==> src/rtl/z80_bus_ctrl_if.sv <==
// Bus bundle between the Z80 core (master) and its bus-timing companion (slave).
// Signal names follow the core's pin names.
interface z80_bus_ctrl_if;
  logic        CPU_RUN;
  logic        CEN_P;
  logic        CEN_N;
  logic [15:0] A;
  logic        MREQ_n;
  logic        IORQ_n;
  logic        RD_n;
  logic        WR_n;
  logic        RFSH_n;
  logic        M1_n;
  logic        EXT_WAIT_n;
  logic        WAIT_n;
  logic        nMREQ;
  logic        MEM_RD;
  logic        MEM_WR;
  logic        IO_RD;
  logic        IO_WR;
  logic        NMI_EN;
  logic        NMI_SET;
  logic        NMI_n;

  modport master (
    output CPU_RUN, A, MREQ_n, IORQ_n, RD_n, WR_n, RFSH_n, M1_n, EXT_WAIT_n, NMI_EN, NMI_SET,
    input  CEN_P, CEN_N, WAIT_n, nMREQ, MEM_RD, MEM_WR, IO_RD, IO_WR, NMI_n
  );

  modport slave (
    input  CPU_RUN, A, MREQ_n, IORQ_n, RD_n, WR_n, RFSH_n, M1_n, EXT_WAIT_n, NMI_EN, NMI_SET,
    output CEN_P, CEN_N, WAIT_n, nMREQ, MEM_RD, MEM_WR, IO_RD, IO_WR, NMI_n
  );
endinterface

==> src/rtl/z80_bus_ctrl.sv <==
// Z80 bus-timing companion: clock enables, programmable wait states, access strobes
// and the NMI request latch for the sound CPU.
module z80_bus_ctrl #(
  parameter int unsigned CLK_DIV  = 6,
  parameter int unsigned MEM_WAIT = 0,
  parameter int unsigned IO_WAIT  = 1,
  parameter logic [15:0] NMI_VEC  = 16'h0066
) (
  input  logic          CLK,
  input  logic          RESET,
  z80_bus_ctrl_if.slave bus_io
);

  localparam int unsigned CntW = $clog2(CLK_DIV);
  localparam logic [CntW-1:0] CntMax  = CntW'(CLK_DIV - 1);
  localparam logic [CntW-1:0] CntHalf = CntW'(CLK_DIV / 2);

  typedef enum logic [1:0] {StIdle, StWait, StHold} state_e;

  state_e          state_q, state_d;
  logic [3:0]      wcnt_q, wcnt_d;
  logic [CntW-1:0] cnt_q, cnt_d;
  logic            mem_q, io_q;
  logic            wr_n_q, wr_seen_q, wr_seen_d;
  logic            mem_rd_q, mem_wr_q, io_rd_q, io_wr_q;
  logic            mem_rd_d, mem_wr_d, io_rd_d, io_wr_d;
  logic            nmi_set_q, nmi_pend_q, nmi_pend_d;

  logic run, cen_p, cen_n;
  logic mem_acc, io_acc, any_acc, start_mem, start_io, wr_late, nmi_ack, nmi_rise;

  // Divider; enables are gated by reset so they read 0 while RESET is held.
  assign run   = bus_io.CPU_RUN;
  assign cen_p = run & ~RESET & (cnt_q == '0);
  assign cen_n = run & ~RESET & (cnt_q == CntHalf);

  always_comb begin
    cnt_d = cnt_q;
    if (!run)                cnt_d = '0;
    else if (cnt_q == CntMax) cnt_d = '0;
    else                     cnt_d = cnt_q + 1'b1;
  end

  assign mem_acc   = ~bus_io.MREQ_n & bus_io.RFSH_n;
  assign io_acc    = ~bus_io.IORQ_n;
  assign any_acc   = mem_acc | io_acc;
  assign start_mem = mem_acc & ~mem_q;
  assign start_io  = io_acc & ~io_q;

  // A WR_n falling edge inside an already-running access that has not yet pulsed.
  assign wr_late   = ~bus_io.WR_n & wr_n_q & ~wr_seen_q;
  assign wr_seen_d = any_acc & (wr_seen_q | ~bus_io.WR_n);

  always_comb begin
    mem_rd_d = start_mem & ~bus_io.RD_n;
    io_rd_d  = start_io & ~bus_io.RD_n;
    mem_wr_d = (start_mem & ~bus_io.WR_n) | (wr_late & mem_acc & mem_q);
    io_wr_d  = (start_io & ~bus_io.WR_n) | (wr_late & io_acc & io_q);
  end

  always_comb begin
    state_d = state_q;
    wcnt_d  = wcnt_q;
    case (state_q)
      StIdle: begin
        if (start_io) begin
          wcnt_d  = 4'(IO_WAIT);
          state_d = (IO_WAIT != 0) ? StWait : StHold;
        end else if (start_mem) begin
          wcnt_d  = 4'(MEM_WAIT);
          state_d = (MEM_WAIT != 0) ? StWait : StHold;
        end
      end
      StWait: begin
        if (!any_acc) begin
          state_d = StIdle;
        end else if (cen_n) begin
          wcnt_d = wcnt_q - 4'd1;
          if (wcnt_q == 4'd1) state_d = StHold;
        end
      end
      StHold: begin
        if (!any_acc) state_d = StIdle;
      end
      default: state_d = StIdle;
    endcase
  end

  assign nmi_ack    = ~bus_io.M1_n & ~bus_io.MREQ_n & (bus_io.A == NMI_VEC);
  assign nmi_rise   = bus_io.NMI_SET & ~nmi_set_q;
  // Acknowledge or disable wins over a coincident trigger edge.
  assign nmi_pend_d = (nmi_ack | ~bus_io.NMI_EN) ? 1'b0 : (nmi_rise | nmi_pend_q);

  always_ff @(posedge CLK or posedge RESET) begin
    if (RESET) begin
      cnt_q      <= '0;
      state_q    <= StIdle;
      wcnt_q     <= '0;
      mem_q      <= 1'b0;
      io_q       <= 1'b0;
      wr_n_q     <= 1'b1;
      wr_seen_q  <= 1'b0;
      mem_rd_q   <= 1'b0;
      mem_wr_q   <= 1'b0;
      io_rd_q    <= 1'b0;
      io_wr_q    <= 1'b0;
      nmi_set_q  <= 1'b0;
      nmi_pend_q <= 1'b0;
    end else begin
      cnt_q      <= cnt_d;
      state_q    <= state_d;
      wcnt_q     <= wcnt_d;
      mem_q      <= mem_acc;
      io_q       <= io_acc;
      wr_n_q     <= bus_io.WR_n;
      wr_seen_q  <= wr_seen_d;
      mem_rd_q   <= mem_rd_d;
      mem_wr_q   <= mem_wr_d;
      io_rd_q    <= io_rd_d;
      io_wr_q    <= io_wr_d;
      nmi_set_q  <= bus_io.NMI_SET;
      nmi_pend_q <= nmi_pend_d;
    end
  end

  assign bus_io.CEN_P  = cen_p;
  assign bus_io.CEN_N  = cen_n;
  assign bus_io.WAIT_n = (state_q != StWait) & bus_io.EXT_WAIT_n;
  assign bus_io.nMREQ  = bus_io.MREQ_n | ~bus_io.RFSH_n;
  assign bus_io.MEM_RD = mem_rd_q;
  assign bus_io.MEM_WR = mem_wr_q;
  assign bus_io.IO_RD  = io_rd_q;
  assign bus_io.IO_WR  = io_wr_q;
  assign bus_io.NMI_n  = ~nmi_pend_q;

endmodule
==> src/flat_wrapper.sv <==
// flat-port wrapper written by rule: the top's interface ports become plain ports
module z80_bus_ctrl_flat 
#(
  parameter int unsigned CLK_DIV  = 6,
  parameter int unsigned MEM_WAIT = 0,
  parameter int unsigned IO_WAIT  = 1,
  parameter logic [15:0] NMI_VEC  = 16'h0066
)
  (CLK, RESET, bus_io_CPU_RUN, bus_io_A, bus_io_MREQ_n, bus_io_IORQ_n, bus_io_RD_n, bus_io_WR_n, bus_io_RFSH_n, bus_io_M1_n, bus_io_EXT_WAIT_n, bus_io_NMI_EN, bus_io_NMI_SET, bus_io_CEN_P, bus_io_CEN_N, bus_io_WAIT_n, bus_io_nMREQ, bus_io_MEM_RD, bus_io_MEM_WR, bus_io_IO_RD, bus_io_IO_WR, bus_io_NMI_n);
  z80_bus_ctrl_if bus_io_i ();
  input  logic CLK;
  input  logic RESET;
  input wire logic [$bits(bus_io_i.CPU_RUN)-1:0] bus_io_CPU_RUN;
  input wire logic [$bits(bus_io_i.A)-1:0] bus_io_A;
  input wire logic [$bits(bus_io_i.MREQ_n)-1:0] bus_io_MREQ_n;
  input wire logic [$bits(bus_io_i.IORQ_n)-1:0] bus_io_IORQ_n;
  input wire logic [$bits(bus_io_i.RD_n)-1:0] bus_io_RD_n;
  input wire logic [$bits(bus_io_i.WR_n)-1:0] bus_io_WR_n;
  input wire logic [$bits(bus_io_i.RFSH_n)-1:0] bus_io_RFSH_n;
  input wire logic [$bits(bus_io_i.M1_n)-1:0] bus_io_M1_n;
  input wire logic [$bits(bus_io_i.EXT_WAIT_n)-1:0] bus_io_EXT_WAIT_n;
  input wire logic [$bits(bus_io_i.NMI_EN)-1:0] bus_io_NMI_EN;
  input wire logic [$bits(bus_io_i.NMI_SET)-1:0] bus_io_NMI_SET;
  output wire logic [$bits(bus_io_i.CEN_P)-1:0] bus_io_CEN_P;
  output wire logic [$bits(bus_io_i.CEN_N)-1:0] bus_io_CEN_N;
  output wire logic [$bits(bus_io_i.WAIT_n)-1:0] bus_io_WAIT_n;
  output wire logic [$bits(bus_io_i.nMREQ)-1:0] bus_io_nMREQ;
  output wire logic [$bits(bus_io_i.MEM_RD)-1:0] bus_io_MEM_RD;
  output wire logic [$bits(bus_io_i.MEM_WR)-1:0] bus_io_MEM_WR;
  output wire logic [$bits(bus_io_i.IO_RD)-1:0] bus_io_IO_RD;
  output wire logic [$bits(bus_io_i.IO_WR)-1:0] bus_io_IO_WR;
  output wire logic [$bits(bus_io_i.NMI_n)-1:0] bus_io_NMI_n;
  assign bus_io_i.CPU_RUN = bus_io_CPU_RUN;
  assign bus_io_i.A = bus_io_A;
  assign bus_io_i.MREQ_n = bus_io_MREQ_n;
  assign bus_io_i.IORQ_n = bus_io_IORQ_n;
  assign bus_io_i.RD_n = bus_io_RD_n;
  assign bus_io_i.WR_n = bus_io_WR_n;
  assign bus_io_i.RFSH_n = bus_io_RFSH_n;
  assign bus_io_i.M1_n = bus_io_M1_n;
  assign bus_io_i.EXT_WAIT_n = bus_io_EXT_WAIT_n;
  assign bus_io_i.NMI_EN = bus_io_NMI_EN;
  assign bus_io_i.NMI_SET = bus_io_NMI_SET;
  assign bus_io_CEN_P = bus_io_i.CEN_P;
  assign bus_io_CEN_N = bus_io_i.CEN_N;
  assign bus_io_WAIT_n = bus_io_i.WAIT_n;
  assign bus_io_nMREQ = bus_io_i.nMREQ;
  assign bus_io_MEM_RD = bus_io_i.MEM_RD;
  assign bus_io_MEM_WR = bus_io_i.MEM_WR;
  assign bus_io_IO_RD = bus_io_i.IO_RD;
  assign bus_io_IO_WR = bus_io_i.IO_WR;
  assign bus_io_NMI_n = bus_io_i.NMI_n;
  z80_bus_ctrl #(.CLK_DIV(CLK_DIV), .MEM_WAIT(MEM_WAIT), .IO_WAIT(IO_WAIT), .NMI_VEC(NMI_VEC)) u_core (.CLK(CLK), .RESET(RESET), .bus_io(bus_io_i));
endmodule
==> config.mk <==
export PLATFORM = sky130hd
export DESIGN_NAME = z80_bus_ctrl_flat
export DESIGN_NICKNAME = d
export VERILOG_FILES = /design/src/rtl/z80_bus_ctrl_if.sv /design/src/rtl/z80_bus_ctrl.sv /design/src/flat_wrapper.sv
export SDC_FILE = /design/constraint.sdc
export NUM_CORES = 1
export LEC_CHECK = 0
export ABC_AREA = 1
export BUFFER_PORTS_ARGS = -buffer_cell sky130_fd_sc_hd__buf_2
export CAP_MARGIN = 10
export CORE_AREA = 2 2 47 49
export CTS_BUF_LIST = sky130_fd_sc_hd__clkbuf_2
export DETAILED_ROUTE_END_ITERATION = 7
export DIE_AREA = 0 0 49 51
export PLACE_DENSITY = 0.83
export SLEW_MARGIN = 20
export SYNTH_ARGS = -nofsm -noshare
export SYNTH_HDL_FRONTEND = slang
export SYNTH_SLANG_ARGS = --single-unit
==> constraint.sdc <==
create_clock -name CLK -period 2.48 [get_ports CLK]
set_input_delay 0.248 -clock CLK [delete_from_list [all_inputs] [get_ports CLK]]
set_output_delay 0.248 -clock CLK [all_outputs]
set_load 0.02 [all_outputs]
### Word-level counts from Yosys, hierarchy flattened

Cells that the tools add are included.

| cells by class | value |
|---|---|
| div/mod/pow operators | 0 |
| magnitude comparators | 0 |
| eq/ne operators | 13 |
| bitwise logic cells | 41 |
| reductions and logical operators | 5 |
| shift operators | 0 |
| muxes and demuxes | 15 |
| add/sub/neg operators | 2 |
| $mul | 0 |

Operators with widths:

| cell | count |
|---|---|
| $and 1x1->1 | 21 |
| $eq 16x7->1 const B | 1 |
| $mux 4 | 4 |
| $not 1->1 | 13 |
| $mux 2 | 6 |
| $pmux 4 s2 | 1 |
| $reduce_and 4->1 | 2 |
| $or 1x1->1 | 7 |
| $mux 3 | 2 |
| $ne 3x3->1 const B | 2 |
| $pmux 2 s3 | 1 |
| $eq 4x1->1 const B | 1 |
| $ne 2x1->1 const B | 2 |
| $ne 2x2->1 const B | 2 |
| $sub 4x1->4 const B | 1 |
| $add 3x1->3 const B | 1 |
| $eq 3x2->1 const B | 1 |
| $eq 3x3->1 const B | 1 |
| $logic_not 3->1 | 1 |
| $ne 3x1->1 const B | 1 |
| $eq 2x1->1 const B | 1 |
| $eq 2x2->1 const B | 1 |
| $logic_not 2->1 | 1 |
| $reduce_bool 2->1 | 1 |
| $mux 1 | 1 |

| word-level totals | value |
|---|---|
| logic and storage cells | 89 |
| ROM bits | 0 |
| RAM bits | 0 |
| memories kept | 0 |
| output and inout bits | 9 |
| register bits after elaboration | 19 |
| latch bits | 0 |

### Logic depth before layout (Yosys ltp)

Gate-level depths: netlist (run 1).

| logic depth | value |
|---|---|
| depth after elaboration | 6 |
| gate-level depth with buffers | 10 |
| gate-level depth less buffers | 10 |

### Worst setup path before layout (run 1)

OpenSTA, ideal clock, no wires.

| timing path | value |
|---|---|
| path kind | register -> register |
| from | reg u_core.cnt_q[0] |
| to | reg u_core.wcnt_q[0] |
| cell stages (with the launch flop) | 9 |
| buffers on the path | 0 |
| data arrival time | 1,090 ps |
| library setup time | 123 ps |
| slack | 1,267 ps |
| clock period less this slack | 1,213 ps |
| required time | 2,357 ps |
| cell sequence | dfrtp_1 -> nand2_1 -> inv_1 -> ha_1 -> nand3_1 -> nand2_1 -> o21ai_4 -> o21ai_0 -> nand2_1 |

| between the ends | value |
|---|---|
| longest elaborated chain between the ends | 4 |

Ends and longest elaborated chain:

| item | line | source |
|---|---|---|
| start, declared | z80_bus_ctrl.sv:22 | `logic [CntW-1:0] cnt_q, cnt_d;` |
| start signal, assigned | z80_bus_ctrl.sv:110 | `cnt_q <= cnt_d;` |
| $eq 3x2->1 | z80_bus_ctrl.sv:35 | `assign cen_n = run & ~RESET & (cnt_q == CntHalf);` |
| $and 1x1->1 | z80_bus_ctrl.sv:35 |  |
| $ne 2x2->1 (no source line) | -- |  |
| $reduce_and 4->1 (no source line) | -- |  |
| end signal, assigned | z80_bus_ctrl.sv:112 | `wcnt_q <= wcnt_d;` |
| end, declared | z80_bus_ctrl.sv:21 | `logic [3:0] wcnt_q, wcnt_d;` |

No other way between the ends.
A chain may end at the register's enable or synchronous reset.

### Worst setup path after layout (run 1)

| timing path | value |
|---|---|
| from | in RESET |
| to | out bus_io_CEN_N |

| between the ends | value |
|---|---|
| longest elaborated chain between the ends | 3 |

Ends and longest elaborated chain:

| item | line | source |
|---|---|---|
| start, declared | flat_wrapper.sv:12 | `input logic RESET;` |
| $not 1->1 | z80_bus_ctrl.sv:35 |  |
| $and 1x1->1 (2 in series) | z80_bus_ctrl.sv:35 |  |
| end, declared | flat_wrapper.sv:25 | `output wire logic [$bits(bus_io_i.CEN_N)-1:0] bus_io_CEN_N;` |

No other way between the ends.

==> metrics, run 1 <==
All-Layer GR Usage 18.4%; drt first pass iters 4; Worst Path Arrival 1.60 ns; Slew Limit Fails 0; maxcap violations 0; Synth warnings 0; number of buffers created by CTS 3; Reg area 477 sq um; met3 routed WL 118 um; syn nets 160; Die Span Y 51 um; Cell Area, Synth 0.00103 sq mm; worst slack at placement 1.00 ns; Fillers 207; Max-slew headroom 72.7%; fin crit period 1.85 ns; layout cells sized above 1 32.4%; GP Congestion 0.839; synth unique cells 24; critical path class input pin to primary output; initial antenna violation count 0; H-tree levels 1; crit start category input pin; buffers added on ports 36; die width 49 um; clock sinks 19; Met1 Routed Length 835 um; CTS tree built; hold crit path type input pin to flop; FP Rows 17; Setup WS post-layout 0.629 ns; Worst setup EP type primary output; clk_lat worst skew 0.32 ns; Core Region 0.00206 sq mm; via count 942; DR DRC count 0; Final Hold Fails 0; measured slew at the worst slew-check pin 0.409 ns; final worst path period share 74.6%; post-route ant nets 0; CP peak stage delay 0.53 ns; io pins 37; Final setup viols 0; pwr dens 711 mW/mm^2; Initial Util 49.8%; Longest Clk Path Bufs 2; Lkg Pwr 0.719 nW; wire per inst 9.92 um; number of global-route vias before repair 913; Peak VDD IR 0.000382 V; diode count 0; post-DP HPWL 1.63 mm; drt initial violations 5; Synth Instances 129; CTS clk-pin slew, worst paths 0.18 ns; Worst Path Required 2.23 ns; Synth area leaders dfrtp_1 (44%), nand2_1 (9.9%), nor2_1 (6.9%); synthesized flop and latch total 19; clk root buf clkbuf_2; setup TNS 0 ns; fin nets 202; Max FO, Critical Path 21; top routing layer used met4; die area 0.00250 sq mm; largest area contributor in the netlist dfrtp_1; critical path cell sequence dlygate4sd3_1, buf_2, inv_2, nand3_1, inv_1, buf_2; CP most frequent cell buf_2; largest net degree at the start of global routing 22; slowest CP cell dlygate4sd3_1; Clock Skew 0.0235 ns; area share of the largest cell type after synthesis 43.8%; gr ovfl total 0; Routed WL 1.96 mm; Vias per Instance 4.76; syn avg cell area 7.96 sq um; wire length on met2 983 um; RSZ-0062 raised after global routing false; Area Growth Syn to Fin 23.9%; first-pass GRT wire length 3.59 mm; status finished clean; sequential element share of the synthesized area 46.4%; max frequency 540 MHz; Multi-input gate area 465 sq um
==> synth_stat cells <==
master   instances
a21oi_1          2
a22oi_1          1
dfrtp_1         18
dfstp_2          1
ha_1             3
inv_1           18
inv_2            3
inv_4            1
nand2_1         27
nand2_2          1
nand2_4          3
nand3_1         11
nand4_1          1
nor2_1          19
nor2_2           3
nor2_4           2
nor3_1           2
nor3b_1          1
nor4_1           1
o21ai_0          6
o21ai_1          2
o21ai_4          1
or2_0            1
xnor2_1          1
==> state kept, by name, indices dropped and copies added, names as in the netlist <==
register,cells
u_core.bus_io.MEM_WR,1
u_core.nmi_set_q,1
u_core.wcnt_q,4
u_core.wr_n_q,1
u_core.wr_seen_q,1
u_core.bus_io.IO_WR,1
u_core.state_q,2
u_core.bus_io.IO_RD,1
u_core.cnt_q,3
u_core.bus_io.MEM_RD,1
u_core.io_q,1
u_core.mem_q,1
u_core.nmi_pend_q,1
==> routing by layer <==
layer / GRT usage, % / up-vias
li1: - / 482
met5: 0 / -
met1: 20.9 / 417
met3: 2.92 / 3
met4: 7.14 / 0
met2: 34.7 / 40
==> report_power, final <==
| part | internal (mW) | leakage [nW] | switching, mW | total, mW |
|---|---|---|---|---|
| clock | 0.0427 | 0.0166 | 0.0940 | 0.137 |
| sequential | 0.353 | 0.244 | 0.0376 | 0.390 |
| combinational | 0.140 | 0.459 | 0.237 | 0.377 |
==> repair_timing <==
item,4_1_cts,5_1_grt
endpoints found under the setup margin,0,0
hold buffers,1,0
endpoints found under the hold margin,18,0
setup buffers,0,0
gates resized for setup,0,0
==> critical path, delay by kind of cell <==
| kind | cells | cell delay [ns] |
|---|---|---|
| buffers and inverters | 5 | 1.19 |
| and+or+nand+nor | 1 | 0.16 |
==> final timing paths <==
check | start | slack (ns) | endpoint | cells past startpoint
max in group asynchronous | RESET | 1.70 | u_core.wr_n_q | 3
worst min-delay path | bus_io_NMI_SET | 0.02 | u_core.nmi_set_q | 1
worst max register to register | u_core.cnt_q[0] | 1.12 | u_core.wcnt_q[0] | 8
min in group asynchronous | RESET | 0.43 | u_core.cnt_q[2] | 3
worst max-delay path | RESET | 0.63 | bus_io_CEN_N | 6
worst min register to register | u_core.mem_q | 0.48 | u_core.bus_io.MEM_WR | 1
==> cell type report <==
cell class	count	share of cell area [%]
Clock buffer	4	1.57
Inverter	22	6.69
Multi-Input combinational cell	88	36.6
Sequential cell	19	37.5
Tap cell	28	2.75
Timing Repair Buffer	37	14.9
==> logic make-up (layout without fill, tap and decap cells) <==
logic type / after synthesis / count (layout) / share of synthesized area [%]
simple gates: 72 / 72 / 33.6
compound gates: 12 / 12 / 7.19
fa+ha+maj: 3 / 3 / 3.65
buf+inv: 22 / 63 / 8.28
flops: 19 / 19 / 46.4
xor+xnor: 1 / 1 / 0.853
==> placed cells by master (no fill, tap or decap), types with 3 or more instances in the layout <==
master    instances
buf_2            36
inv_1            18
nand3_1          11
dfrtp_1          18
nand2_1          27
ha_1              3
nand2_4           3
nor2_2            3
clkbuf_2          4
o21ai_0           6
nor2_1           19
inv_2             3
==> per-stage QoR <==
stage / hold WS (ns) / total power, mW / area [sq um] / instances / util, %
global route: 0.00504 / 0.981 / 1270 / 198 / 61.7
CTS: 0.0206 / 0.914 / 1270 / 198 / 61.7
detailed placement: 0.266 / 0.772 / 1240 / 193 / 60.2
finish: 0.0236 / 0.904 / 1270 / 198 / 61.7
global placement: 0.255 / 0.752 / 1240 / 193 / 60.2
floorplan: 0.102 / 0.682 / 1030 / 129 / -
Power figures use the tool's default switching activity.
==> run 2: changes to the inputs <==
--- a/config.mk
+++ b/config.mk
@@ -8,11 +8,11 @@
 export ABC_AREA = 1
 export BUFFER_PORTS_ARGS = -buffer_cell sky130_fd_sc_hd__buf_2
 export CAP_MARGIN = 10
-export CORE_AREA = 2 2 47 49
+export CORE_AREA = 2 2 51 53
 export CTS_BUF_LIST = sky130_fd_sc_hd__clkbuf_2
 export DETAILED_ROUTE_END_ITERATION = 7
-export DIE_AREA = 0 0 49 51
-export PLACE_DENSITY = 0.83
+export DIE_AREA = 0 0 53 55
+export PLACE_DENSITY = 0.75
 export SLEW_MARGIN = 20
 export SYNTH_ARGS = -nofsm -noshare
 export SYNTH_HDL_FRONTEND = slang
==> constraint.sdc (replaced) <==
create_clock -name CLK -period 1.6 [get_ports CLK]
set_input_delay 0.16 -clock CLK [delete_from_list [all_inputs] [get_ports CLK]]
set_output_delay 0.16 -clock CLK [all_outputs]
set_load 0.02 [all_outputs]
==> run 2 against run 1 <==
Net effect: die area rose by 17%; sequential share of layout area fell by 1.6 points; clock-buffer cell count fell by 1; critical path depth did not move; clock power rose by 54%; worst setup slack got worse by 0.50 ns; power rose by 56%; cell count rose by 3.5%; first-iteration DRC count rose to 3.4 times the previous value; hold slack improved by 0.0097 ns; routed wire length rose by 2.9%; highest routed layer unchanged.
==> metrics, run 2 (same netlist as run 1, synthesis figures left out) <==
die area 0.00292 sq mm; most used cells in the layout excluding fill and tap cells buf_2 (36), nand2_1 (27), nor2_1 (19), inv_1 (18), dfrtp_1 (18); clk_lat worst skew 0.31 ns; hold crit path type input pin to flop; wire per inst 9.85 um; Vias per Instance 4.67; drt initial violations 17; Worst Path Arrival 1.31 ns; Finished Layout Cells 205; initial antenna violation count 0; worst hold path depth 2; Hold Crit Start bus_io_MREQ_n; Core Region 0.00236 sq mm; Die Span Y 55 um; Peak VDD IR 0.000694 V; Fillers 221; number of global-route vias before repair 877; Worst Setup SP u_core.cnt_q[1]; max frequency 681 MHz; first-pass GRT wire length 3.57 mm; Longest Clk Path Bufs 2; clk root buf clkbuf_2; GP Congestion 0.752; CTS clk-pin slew, worst paths 0.19 ns; final worst path period share 91.8%; Reg2Reg Launch Point u_core.cnt_q[1]; FP Rows 18; fin crit period 1.47 ns; post-route ant nets 0; status finished clean; gr ovfl total 0; number of buffers created by CTS 3; Area Growth Syn to Fin 29.2%; Largest Register u_core.wcnt_q; maxcap violations 0; RSZ-0062 raised after global routing false; pwr dens 1060 mW/mm^2; Lkg Pwr 0.737 nW; Final Hold Fails 0; largest net degree at the start of global routing 16; setup TNS 0 ns; io pins 37; Cells after DPL 196; Slew Limit Fails 0; buffers added on ports 36; crit start category flop; via count 958; DR DRC count 0; biggest regs u_core.wcnt_q (4), u_core.cnt_q (3), u_core.state_q (2); FF-to-FF setup slack 0.26 ns; R2R cell count 8; max reg flops 4; fin nets 207; Worst Path Required 1.44 ns; Routed WL 2.02 mm; commonest non-fill, non-tap cell in the layout buf_2; drt first pass iters 4; H-tree levels 1; Worst setup EP type primary output; CTS tree built; post-DP HPWL 1.69 mm; Clock Skew 0.00327 ns; layout cells sized above 1 33.1%; measured slew at the worst slew-check pin 0.254 ns; critical path class flop to primary output; Max-slew headroom 82.9%; Final setup viols 0; Max FO, Critical Path 3; die width 53 um; All-Layer GR Usage 16.6%; Initial Util 43.4%; clock sinks 19; diode count 0
run 2: cell count changes in the layout (fill, tap and decap cells not counted), sizes merged:
cell	before	now
dlygate4sd3	1	4
clkbuf	4	3
buf	36	38
clkinvlp	0	1
run 2: cell type report:
class | instances | area, sq um | area share [%]
inverters | 22 | 85.1 | 6.41
clock inverters | 1 | 7.51 | 0.566
clock buffers | 3 | 15.0 | 1.13
repair buffers | 42 | 235 | 17.7
well taps | 30 | 37.5 | 2.83
multi-input cells | 88 | 470 | 35.4
flip-flops and latches | 19 | 477 | 35.9
run 2: final timing paths:
check / end
hold reg to reg: u_core.bus_io.MEM_WR
hold / removal: u_core.mem_q
setup reg to reg: u_core.wcnt_q[2]
min in group asynchronous: u_core.wcnt_q[1]
setup / recovery: bus_io_CEN_N
max in group asynchronous: u_core.wr_n_q
run 2: power breakdown:
part | switching, mW | leakage (nW) | internal, mW
Sequential | 0.0587 | 0.244 | 0.546
Combinational | 0.367 | 0.481 | 0.228
Clock | 0.153 | 0.0126 | 0.0583
Total | 0.578 | 0.737 | 0.833
run 2: metrics by stage:
step                      power [mW]  util [%]  cell area (sq um)  hold WS, ns  setup slack [ns]
after floorplan                 1.06         -               1030       0.0136             0.387
after global placement          1.17      53.0               1250       0.0476             0.354
after detailed placement        1.20      53.0               1250       0.0516             0.260
after CTS                       1.41      55.6               1320       0.0157            0.0848
after global routing            1.53      56.1               1330      0.00179            0.0125
final                           1.41      56.1               1330       0.0333             0.131
run 2: repair_timing:
item / in CTS / in global routing
setup endpoints to repair: 0 / 1
resized for setup: 0 / 1
setup buffers: 0 / 1
hold buffers: 4 / 0
hold endpoints to repair: 22 / 0
run 2: critical path, cell delays in order (launching register included):
cell	delay, ns
dfrtp_1	0.44
nand2_1	0.07
inv_1	0.05
ha_1	0.18
nand3_2	0.08
inv_1	0.03
buf_2	0.15
run 2: per-layer routing:
metal	vias up	GRT usage (%)	part of all wire, %
li1	495	-	-
met2	30	29.2	50
met5	-	0	0
met1	429	20.5	44
met3	4	2.69	5.0
met4	0	6.84	0.84
